===== src/rtl/tx_frame_buffer_if.sv =====
// Purpose:      host/transmitter bundle for the tx frame buffer (write port, send command, tx handshake, status).
// Latency:      none, wiring only.
// Backpressure: the transmitter paces the stream with tx_start/tx_done; the host waits on busy.
//
// Ports carried:
//   wr, address, w_data   host byte write into a buffer slot
//   send, length          frame start command and byte count
//   tx_data, tx_start     byte and latch strobe toward the UART transmitter
//   tx_done               transmitter finished the current byte
//   busy, done            frame in progress / end-of-frame pulse
interface tx_frame_buffer_if #(
  parameter int DATA_W = 8,
  parameter int ADDR_W = 3
);
  logic              wr;
  logic [ADDR_W-1:0] address;
  logic [DATA_W-1:0] w_data;
  logic              send;
  logic [ADDR_W-1:0] length;
  logic              tx_done;
  logic [DATA_W-1:0] tx_data;
  logic              tx_start;
  logic              busy;
  logic              done;

  // Host/transmitter side.
  modport master (
    output wr, address, w_data, send, length, tx_done,
    input  tx_data, tx_start, busy, done
  );

  // Frame buffer side.
  modport slave (
    input  wr, address, w_data, send, length, tx_done,
    output tx_data, tx_start, busy, done
  );
endinterface


===== src/rtl/tx_frame_buffer.sv =====
// Purpose:      UART transmit frame buffer; host fills slots by address, send streams bytes 0..len-1.
// Latency:      send at edge N -> tx_start/tx_data after N+1; tx_done at edge M -> next tx_start after M+1.
// Backpressure: one byte in flight; the next byte loads only after tx_done. wr/send ignored while busy.
//
// Ports:
//   clk, rst_n   clock, asynchronous active-low reset (also clears every slot)
//   bus (slave)  wr/address/w_data, send/length, tx_done in; tx_data/tx_start/busy/done out
module tx_frame_buffer #(
  parameter int DEPTH  = 5,
  parameter int DATA_W = 8,
  parameter int ADDR_W = 3   // 2**ADDR_W must exceed DEPTH
) (
  input  logic              clk,
  input  logic              rst_n,
  tx_frame_buffer_if.slave  bus
);

  localparam logic [ADDR_W-1:0] DEPTH_A = ADDR_W'(DEPTH);

  typedef enum logic [1:0] {
    S_IDLE = 2'd0,
    S_LOAD = 2'd1,
    S_WAIT = 2'd2,
    S_FIN  = 2'd3
  } state_t;

  state_t            state;
  state_t            state_nxt;

  logic [DATA_W-1:0] buffer [DEPTH];
  logic [ADDR_W-1:0] rd_ptr;
  logic [ADDR_W-1:0] len;
  logic [DATA_W-1:0] tx_data_q;
  logic              tx_start_q;
  logic              busy_q;
  logic              done_q;

  logic              last_byte;
  logic              accept;
  logic              wr_en;
  logic              load_en;
  logic              adv_en;
  logic              fin_en;

  // len is never 0 while a frame is active, so len-1 cannot underflow here.
  assign last_byte = (rd_ptr == (len - ADDR_W'(1)));

  // State register
  always_ff @(posedge clk or negedge rst_n) begin
    if (!rst_n) begin
      state <= S_IDLE;
    end else begin
      state <= state_nxt;
    end
  end

  // Next-state logic
  always_comb begin
    state_nxt = state;
    case (state)
      S_IDLE: if (bus.send && (bus.length != '0)) state_nxt = S_LOAD;
      S_LOAD: state_nxt = S_WAIT;
      S_WAIT: if (bus.tx_done) state_nxt = last_byte ? S_FIN : S_LOAD;
      S_FIN:  state_nxt = S_IDLE;
      default: state_nxt = S_IDLE;
    endcase
  end

  // Output/control decode
  always_comb begin
    accept  = 1'b0;
    wr_en   = 1'b0;
    load_en = 1'b0;
    adv_en  = 1'b0;
    fin_en  = 1'b0;
    case (state)
      S_IDLE: begin
        accept = bus.send && (bus.length != '0);
        wr_en  = bus.wr && (bus.address < DEPTH_A);
      end
      S_LOAD: load_en = 1'b1;
      S_WAIT: adv_en  = bus.tx_done && !last_byte;
      S_FIN:  fin_en  = 1'b1;
      default: ;
    endcase
  end

  // Datapath and registered outputs
  always_ff @(posedge clk or negedge rst_n) begin
    if (!rst_n) begin
      rd_ptr     <= '0;
      len        <= '0;
      tx_data_q  <= '0;
      tx_start_q <= 1'b0;
      busy_q     <= 1'b0;
      done_q     <= 1'b0;
      for (int i = 0; i < DEPTH; i++) begin
        buffer[i] <= '0;
      end
    end else begin
      // Single-cycle strobes: high only for the cycle after LOAD / FIN.
      tx_start_q <= load_en;
      done_q     <= fin_en;

      // A write coinciding with an accepted send lands before the LOAD read.
      if (wr_en) begin
        buffer[bus.address] <= bus.w_data;
      end

      if (accept) begin
        len    <= (bus.length > DEPTH_A) ? DEPTH_A : bus.length;
        rd_ptr <= '0;
        busy_q <= 1'b1;
      end

      if (load_en) begin
        tx_data_q <= buffer[rd_ptr];
      end

      if (adv_en) begin
        rd_ptr <= rd_ptr + ADDR_W'(1);
      end

      if (fin_en) begin
        busy_q <= 1'b0;
        rd_ptr <= '0;
      end
    end
  end

  assign bus.tx_data  = tx_data_q;
  assign bus.tx_start = tx_start_q;
  assign bus.busy     = busy_q;
  assign bus.done     = done_q;

endmodule


===== src/flat_wrapper.sv =====
// flat-port wrapper written by rule: the top's interface ports become plain ports
module tx_frame_buffer_flat 
#(
  parameter int DEPTH  = 5,
  parameter int DATA_W = 8,
  parameter int ADDR_W = 3                                 
)
  (clk, rst_n, bus_wr, bus_address, bus_w_data, bus_send, bus_length, bus_tx_done, bus_tx_data, bus_tx_start, bus_busy, bus_done);
  tx_frame_buffer_if #(.DATA_W(DATA_W), .ADDR_W(ADDR_W)) bus_i ();
  input  logic clk;
  input  logic rst_n;
  input wire logic [$bits(bus_i.wr)-1:0] bus_wr;
  input wire logic [$bits(bus_i.address)-1:0] bus_address;
  input wire logic [$bits(bus_i.w_data)-1:0] bus_w_data;
  input wire logic [$bits(bus_i.send)-1:0] bus_send;
  input wire logic [$bits(bus_i.length)-1:0] bus_length;
  input wire logic [$bits(bus_i.tx_done)-1:0] bus_tx_done;
  output wire logic [$bits(bus_i.tx_data)-1:0] bus_tx_data;
  output wire logic [$bits(bus_i.tx_start)-1:0] bus_tx_start;
  output wire logic [$bits(bus_i.busy)-1:0] bus_busy;
  output wire logic [$bits(bus_i.done)-1:0] bus_done;
  assign bus_i.wr = bus_wr;
  assign bus_i.address = bus_address;
  assign bus_i.w_data = bus_w_data;
  assign bus_i.send = bus_send;
  assign bus_i.length = bus_length;
  assign bus_i.tx_done = bus_tx_done;
  assign bus_tx_data = bus_i.tx_data;
  assign bus_tx_start = bus_i.tx_start;
  assign bus_busy = bus_i.busy;
  assign bus_done = bus_i.done;
  tx_frame_buffer #(.DEPTH(DEPTH), .DATA_W(DATA_W), .ADDR_W(ADDR_W)) u_core (.clk(clk), .rst_n(rst_n), .bus(bus_i));
endmodule

===== config.mk =====
export PLATFORM = sky130hd
export DESIGN_NAME = tx_frame_buffer_flat
export DESIGN_NICKNAME = d
export VERILOG_FILES = /design/src/rtl/tx_frame_buffer_if.sv /design/src/rtl/tx_frame_buffer.sv /design/src/flat_wrapper.sv
export SDC_FILE = /design/constraint.sdc
export NUM_CORES = 1
export LEC_CHECK = 0
export ABC_AREA = 1
export CAP_MARGIN = 0
export CORE_UTILIZATION = 56
export DETAILED_ROUTE_END_ITERATION = 8
export PLACE_DENSITY = 0.79
export SLEW_MARGIN = 25
export SYNTH_ARGS = -nofsm -noshare
export SYNTH_HDL_FRONTEND = slang
export SYNTH_SLANG_ARGS = --single-unit

===== constraint.sdc =====
create_clock -name clk -period 1.82 [get_ports clk]
set_clock_uncertainty 0.05 [all_clocks]
set_input_delay 0.364 -clock clk [delete_from_list [all_inputs] [get_ports clk]]
set_output_delay 0.364 -clock clk [all_outputs]
set_load 0.02 [all_outputs]

==> impl_metrics.csv <==
group,metric,value,unit
clock_network,cts_resized,0,
route,first_iter_violations,174,
floorplan,io_pins,30,
timing,min_period_over_period,0.941,
critical_path,end_kind,"primary output",
clock_network,cts_buffers,9,
critical_path,crit_start,"u_core.bus.busy",
critical_path,timing.critical_path.buf_inv,1,
logic_synthesis,synthAdderAreaFrac,0.00921,
critical_path,path_class,"reg -> out",
clock_network,cts_tree,"yes",
global_routing,grt-ovfl-total,0,
timing,clock.fmax,584,MHz
placed_design,dp_hpwl,3.83,mm
run_status,status,"finished clean",
floorplan,initial_utilization,0.603,
timing,relSlewSlack,0.607,
floorplan,fp.dieH,71.6,um
power_and_ir_drop,ir_worst_vdd,0.000942,V
clock_network,cts_buffer_depth,2,
job,max_cap_violations,0,
layout,mostFrequentLayoutCell,"nand2_1",
critical_path,ff2ff_path_depth,3,
worst_hold_path,hp-class,"reg -> reg",
power_and_ir_drop,finalPower,5.44,mW
timing,rsz0062_at_grt,"no",
global_routing,gr-usage-all-layers,0.252,
global_routing,grt_antenna_before_repair,0,
logic_synthesis,synth_area_per_cell,8.57,um2
global_routing,grt_use_met3,0.0549,
logic_synthesis,ys.warnings.count,0,
floorplan,rows,24,
logic_synthesis,syn_area,0.00272,mm2
clock_network,clk_pin_slew,0.07,ns
timing,slew_viol_final,0,
global_routing,grt_pass1_vias,2122,
global_routing,grt_max_degree,60,
critical_path,crit_end,"bus_busy",
clock_network,clk-insertion-delay-late,0.34,ns
critical_path,r2r_start,"u_core.rd_ptr[1]",
critical_path,worstPathRequired,1.41,ns
layout,fin_area,0.00325,mm2
logic_synthesis,yosysUniqueCellTypes,21,
logic_synthesis,synth_compound_area_frac,0.159,
floorplan,fp.dieW,71.6,um
clock_network,cts_sinks,59,
critical_path,crit_path_max_fanout,2,
layout,postLayoutCoreUtil,0.721,
power_and_ir_drop,cellPowerDensity,1670,mW/mm2
global_routing,grtUsageMet1,0.341,
layout,diodes,0,
critical_path,reg2reg_setup_slack,0.21,ns
route,ant_nets,0,
placed_design,port_buffers,29,
logic_synthesis,synth_simple_gate_area_frac,0.210,
placed_design,place_ws,-0.0443,ns
timing,tightestPinTransition,0.590,ns
route,drcViolationCount,0,
critical_path,critPathArrivalTime,1.30,ns
timing,final-hold-violation-count,0,
layout,final_layout_size_suffix_gt1_frac,0.117,
route,dr.pass1.iters,5,
timing,period_needed,1.71,ns
route,routed_wl,5.67,mm
floorplan,dieArea,0.00513,mm2
route,vias,2260,
critical_path,worst_setup_path_start_kind,"flip-flop",
global_routing,grt_pass1_wl,9.74,mm
critical_path,path_depth,1,
global_routing,globalRouteMet2Util,0.396,
critical_path,cp_slowest_stage_delay,0.61,ns
layout,area_delta_synth_final,19.6,%
logic_synthesis,synth_cells,317,
logic_synthesis,synthesis.nets,338,
clock_network,root_buffer,"clkbuf_8",
placed_design,gp_congestion,0.807,
critical_path,path_cells,"clkdlybuf4s50_1",
route,wl_per_cell,13.8,um
timing,setup_viol,0,
logic_synthesis,ys_seq_area_frac,0.544,
logic_synthesis,ys_ff_latch,59,
power_and_ir_drop,leakagePower,1.56,nW
layout,fin_nets,374,
critical_path,slowest_stage,"clkdlybuf4s50_1",
global_routing,grt.busiest_layer,"met2",
critical_path,reg2reg_to,"u_core.bus.tx_data[4]",
logic_synthesis,synth_xor_area_frac,0.00645,
floorplan,core_area,0.00450,mm2
timing,layout_setup_ws,0.107,ns
clock_network,htree_levels,3,
route,via_per_inst,5.51,
critical_path,path_delay_family,"buffers and inverters",
layout,mostFrequentLayoutCells,"91 x nand2_1, 59 x dfrtp_1, 32 x o21ai_1, 28 x clkdlybuf4s50_1, 26 x inv_1",
logic_synthesis,synth_top_family_by_area,"simple AND/OR/NAND/NOR gates",
placed_design,placed_cell_area,0.00304,mm2
logic_synthesis,synth_mux_area_frac,0,
-- worst min path at each step --
| stage | cells after the start | endpoint | slack, ns | start |
|---|---|---|---|---|
| 2_1_floorplan | 0 | u_core.buffer[0] | 0.02 | rst_n |
| 3_5_place_dp | 2 | u_core.bus.done | 0.34 | rst_n |
| 6_report | 2 | u_core.buffer[28] | 0.44 | u_core.buffer[28] |
| 4_1_cts | 2 | u_core.buffer[28] | 0.44 | u_core.buffer[28] |
| 5_1_grt | 2 | u_core.buffer[36] | 0.46 | u_core.buffer[36] |
| 3_3_place_gp | 2 | u_core.bus.busy | 0.34 | rst_n |
-- area by class of cell --
cell class                 count  area [um2]
fill                         355        1260
timing repair buffer          37         360
tap                           52        65.1
clock inverter                 5        52.6
inverter                      29         109
sequential                    59        1480
clock buffer                  11         141
multi-input combinational    217        1040
-- synth_stat cells --
cell type	n	area, um2
xnor2_1	1	8.76
a31oi_1	12	75.1
ha_1	2	25.0
nand2_2	7	43.8
dfrtp_1	59	1480
a21oi_1	14	70.1
nand2_1	91	342
clkbuf_1	3	11.3
o21ai_1	32	160
buf_2	4	20.0
o21ai_2	8	70.1
buf_6	5	56.3
nor2_1	17	63.8
inv_1	26	97.6
o21ai_0	8	40.0
xor2_1	1	8.76
a21oi_4	1	16.3
nand3_1	22	110
nand3_2	1	10.0
inv_2	2	7.51
clkinv_1	1	3.75
-- state kept, by name (all words and copies together) (netlist names) --
register,cells
u_core.bus.tx_data,8
u_core.len,3
u_core.buffer,40
u_core.bus.busy,1
u_core.bus.done,1
u_core.bus.tx_start,1
u_core.state,2
u_core.rd_ptr,3
-- cells by family (layout without fill, tap and decap cells) --
family | count (synthesis) | in the layout
simple gates | 138 | 138
compound gates | 75 | 75
flops | 59 | 59
buf+inv | 41 | 82
fa+ha+maj | 2 | 2
xor+xnor | 2 | 2
-- power breakdown --
part	leakage (nW)	switching (mW)	internal (mW)
Combinational	0.717	1.18	0.846
Clock	0.0991	0.509	0.662
Sequential	0.746	0.358	1.88
Total	1.56	2.05	3.39
-- repair_timing --
action / CTS / global route
hold buffers: 1 / 0
hold endpoints to repair: 59 / 0
setup buffers: 0 / 0
-- routing by layer --
| layer | routed length [um] | up-vias |
|---|---|---|
| met2 | 2550 | 67 |
| met1 | 2680 | 1069 |
| met4 | 106 | 0 |
| met3 | 330 | 12 |
| met5 | 0 | - |
| li1 | - | 1112 |
-- stage by stage --
stage	cells	hold WS [ns]	setup TNS, ns
final	410	0.437	0
after global routing	410	0.461	0
after CTS	410	0.436	0
after detailed placement	393	0.342	-0.363
after global placement	393	0.342	0
after floorplan	317	0.0184	0
(Power assumes the default switching activity.)
==> edit (same flow settings) <==
`ADDR_W` is set to 3 in 3 places; all go to 4.
--- a/src/rtl/tx_frame_buffer_if.sv
+++ b/src/rtl/tx_frame_buffer_if.sv
@@ -11,5 +11,5 @@
 interface tx_frame_buffer_if #(
   parameter int DATA_W = 8,
-  parameter int ADDR_W = 3
+  parameter int ADDR_W = 4
 );
   logic              wr;
--- a/src/rtl/tx_frame_buffer.sv
+++ b/src/rtl/tx_frame_buffer.sv
@@ -9,5 +9,5 @@
   parameter int DEPTH  = 5,
   parameter int DATA_W = 8,
-  parameter int ADDR_W = 3   // 2**ADDR_W must exceed DEPTH
+  parameter int ADDR_W = 4   // 2**ADDR_W must exceed DEPTH
 ) (
   input  logic              clk,
--- a/src/flat_wrapper.sv
+++ b/src/flat_wrapper.sv
@@ -4,5 +4,5 @@
   parameter int DEPTH  = 5,
   parameter int DATA_W = 8,
-  parameter int ADDR_W = 3                                 
+  parameter int ADDR_W = 4                                 
 )
   (clk, rst_n, bus_wr, bus_address, bus_w_data, bus_send, bus_length, bus_tx_done, bus_tx_data, bus_tx_start, bus_busy, bus_done);
Interface: changed (resized bus_address and bus_length); port bits go from 30 to 32. The function was not compared with the original's and may differ.
==> edit against the original RTL <==
Largest power group unchanged. Cell area up 5.2%. Highest routed layer unchanged. Sequential cell count rose by 2. Clock power fell by 16%. Fmax decreased by 0.57%. Die area rose by 3.5%. Routed wire length is 2.7% higher. Setup slack lost 0.0098 ns. Cell count is 10% higher. Power down 7.2%. Synthesized area up 3.6%. Via count rose by 4.4%. Sequential power down 2%.
==> edit: results (changes against the original RTL) <==
<table>
<tr><th>Metric</th><th>Value</th></tr>
<tr><th colspan="2">Routing</th></tr>
<tr><td>DR pass1 iterations</td><td>4 (was 5)</td></tr>
<tr><td>Routed metal-1 wirelength</td><td>2.57 mm (was 2.68 mm)</td></tr>
<tr><td>Total Wirelength</td><td>5.83 mm (was 5.67 mm)</td></tr>
<tr><td>Vias after detailed routing</td><td>2360 (was 2260)</td></tr>
<tr><td>Met2 layer wire length in the routed design</td><td>2.92 mm (was 2.55 mm)</td></tr>
<tr><td>Initial detailed-routing violation count</td><td>162 (was 174)</td></tr>
<tr><th colspan="2">Placed design</th></tr>
<tr><td>Port Buffer Count</td><td>31 (was 29)</td></tr>
<tr><td>Final weighted congestion in routability-driven placement</td><td>0.779 (was 0.807)</td></tr>
<tr><td>Placement Cell Area</td><td>0.00324 mm^2 (was 0.00304 mm^2)</td></tr>
<tr><td>Cell count after placement</td><td>435 (was 393)</td></tr>
<tr><th colspan="2">Logic synthesis</th></tr>
<tr><td>Fraction of the yosys area taken by sequential cells</td><td>54.2% (was 54.4%)</td></tr>
<tr><td>Number of standard cells after synthesis</td><td>334 (was 317)</td></tr>
<tr><td>Unique cell type count in the Yosys netlist</td><td>24 (was 21)</td></tr>
<tr><td>Largest cells by area after synthesis</td><td>sky130_fd_sc_hd__dfrtp_1 (54%), sky130_fd_sc_hd__nand2_1 (11%), sky130_fd_sc_hd__o21ai_0 (10%) (was sky130_fd_sc_hd__dfrtp_1 (54%), sky130_fd_sc_hd__nand2_1 (13%), sky130_fd_sc_hd__o21ai_1 (5.9%))</td></tr>
<tr><td>Mapped Nets</td><td>357 (was 338)</td></tr>
<tr><th colspan="2">Setup path</th></tr>
<tr><td>Worst setup path startpoint</td><td>u_core.bus.tx_data[3] (was u_core.bus.busy)</td></tr>
<tr><td>Startpoint of the worst-slack reg-to-reg timing path</td><td>u_core.len[0] (was u_core.rd_ptr[1])</td></tr>
<tr><th colspan="2">Cells and area</th></tr>
<tr><td>Proportion of layout cells with a drive suffix above 1</td><td>10.7% (was 11.7%)</td></tr>
<tr><td>Post-layout nets</td><td>403 (was 374)</td></tr>
<tr><td>Final instance area</td><td>0.00342 mm^2 (was 0.00325 mm^2)</td></tr>
<tr><th colspan="2">Min path</th></tr>
<tr><td>Start point of the worst min-delay path</td><td>u_core.buffer[18] (was u_core.buffer[28])</td></tr>
<tr><th colspan="2">Global routing</th></tr>
<tr><td>First-pass GRT wire length</td><td>10.2 mm (was 9.74 mm)</td></tr>
<tr><td>Largest net degree at the start of global routing</td><td>62 (was 60)</td></tr>
<tr><td>Met1 track demand over resource in global routing</td><td>33.1% (was 34.1%)</td></tr>
<tr><td>Number of global-route vias before repair</td><td>2272 (was 2122)</td></tr>
<tr><th colspan="2">Run status</th></tr>
<tr><td>Outcome</td><td>completed (unchanged)</td></tr>
</table>
## edit: changes by cell type after synthesis, moves of 10 or more
cell,before,now
sky130_fd_sc_hd__o21ai_0,8,56
sky130_fd_sc_hd__nor2_1,17,45
sky130_fd_sc_hd__o21ai_1,32,3
sky130_fd_sc_hd__nand2_1,91,81
sky130_fd_sc_hd__a21oi_1,14,1
## edit: path summary, 6_finish.rpt
check | endpoint | slack [ns] | cells after the start
hold / removal | u_core.buffer[18] | 0.43 | 2
hold reg to reg | u_core.buffer[18] | 0.43 | 2
min in group asynchronous | u_core.bus.busy | 0.52 | 3
setup reg to reg | u_core.rd_ptr[0] | 0.18 | 9
max in group asynchronous | u_core.buffer[24] | 0.94 | 3
setup / recovery | bus_tx_data[3] | 0.1 | 1
## edit: cells by family (layout without fill, tap and decap cells)
family                   after synthesis  after routing  share of synthesized area [%]
AO/OA/AOI/OAI                         80             80                           16.0
AND/OR/NAND/NOR                      147            147                           21.0
buffers and inverters                 41             91                           6.98
XOR/XNOR                               3              3                          0.934
flip-flops                            61             61                           54.2
adder cells (fa/ha/maj)                2              2                          0.889
## edit: power by group
group          internal, W  switching [W]  total (W)
sequential         0.00188       0.000308    0.00219
clock             0.000520       0.000461   0.000981
combinational     0.000792        0.00109    0.00188
total              0.00319        0.00185    0.00505
## edit: repair_timing
action	CTS	global route
hold buffers	1	0
setup endpoints to repair	0	4
endpoints found under the hold margin	11	0
resized for setup	0	2
## edit: final cells by class
cell class	instances	area, um^2
Clock buffer	13	149
Fill cell	376	1370
Tap cell	67	83.8
Sequential cell	61	1530
Timing Repair Buffer	47	440
Clock inverter	2	10.0
Multi-Input combinational cell	232	1100
Inverter	29	109
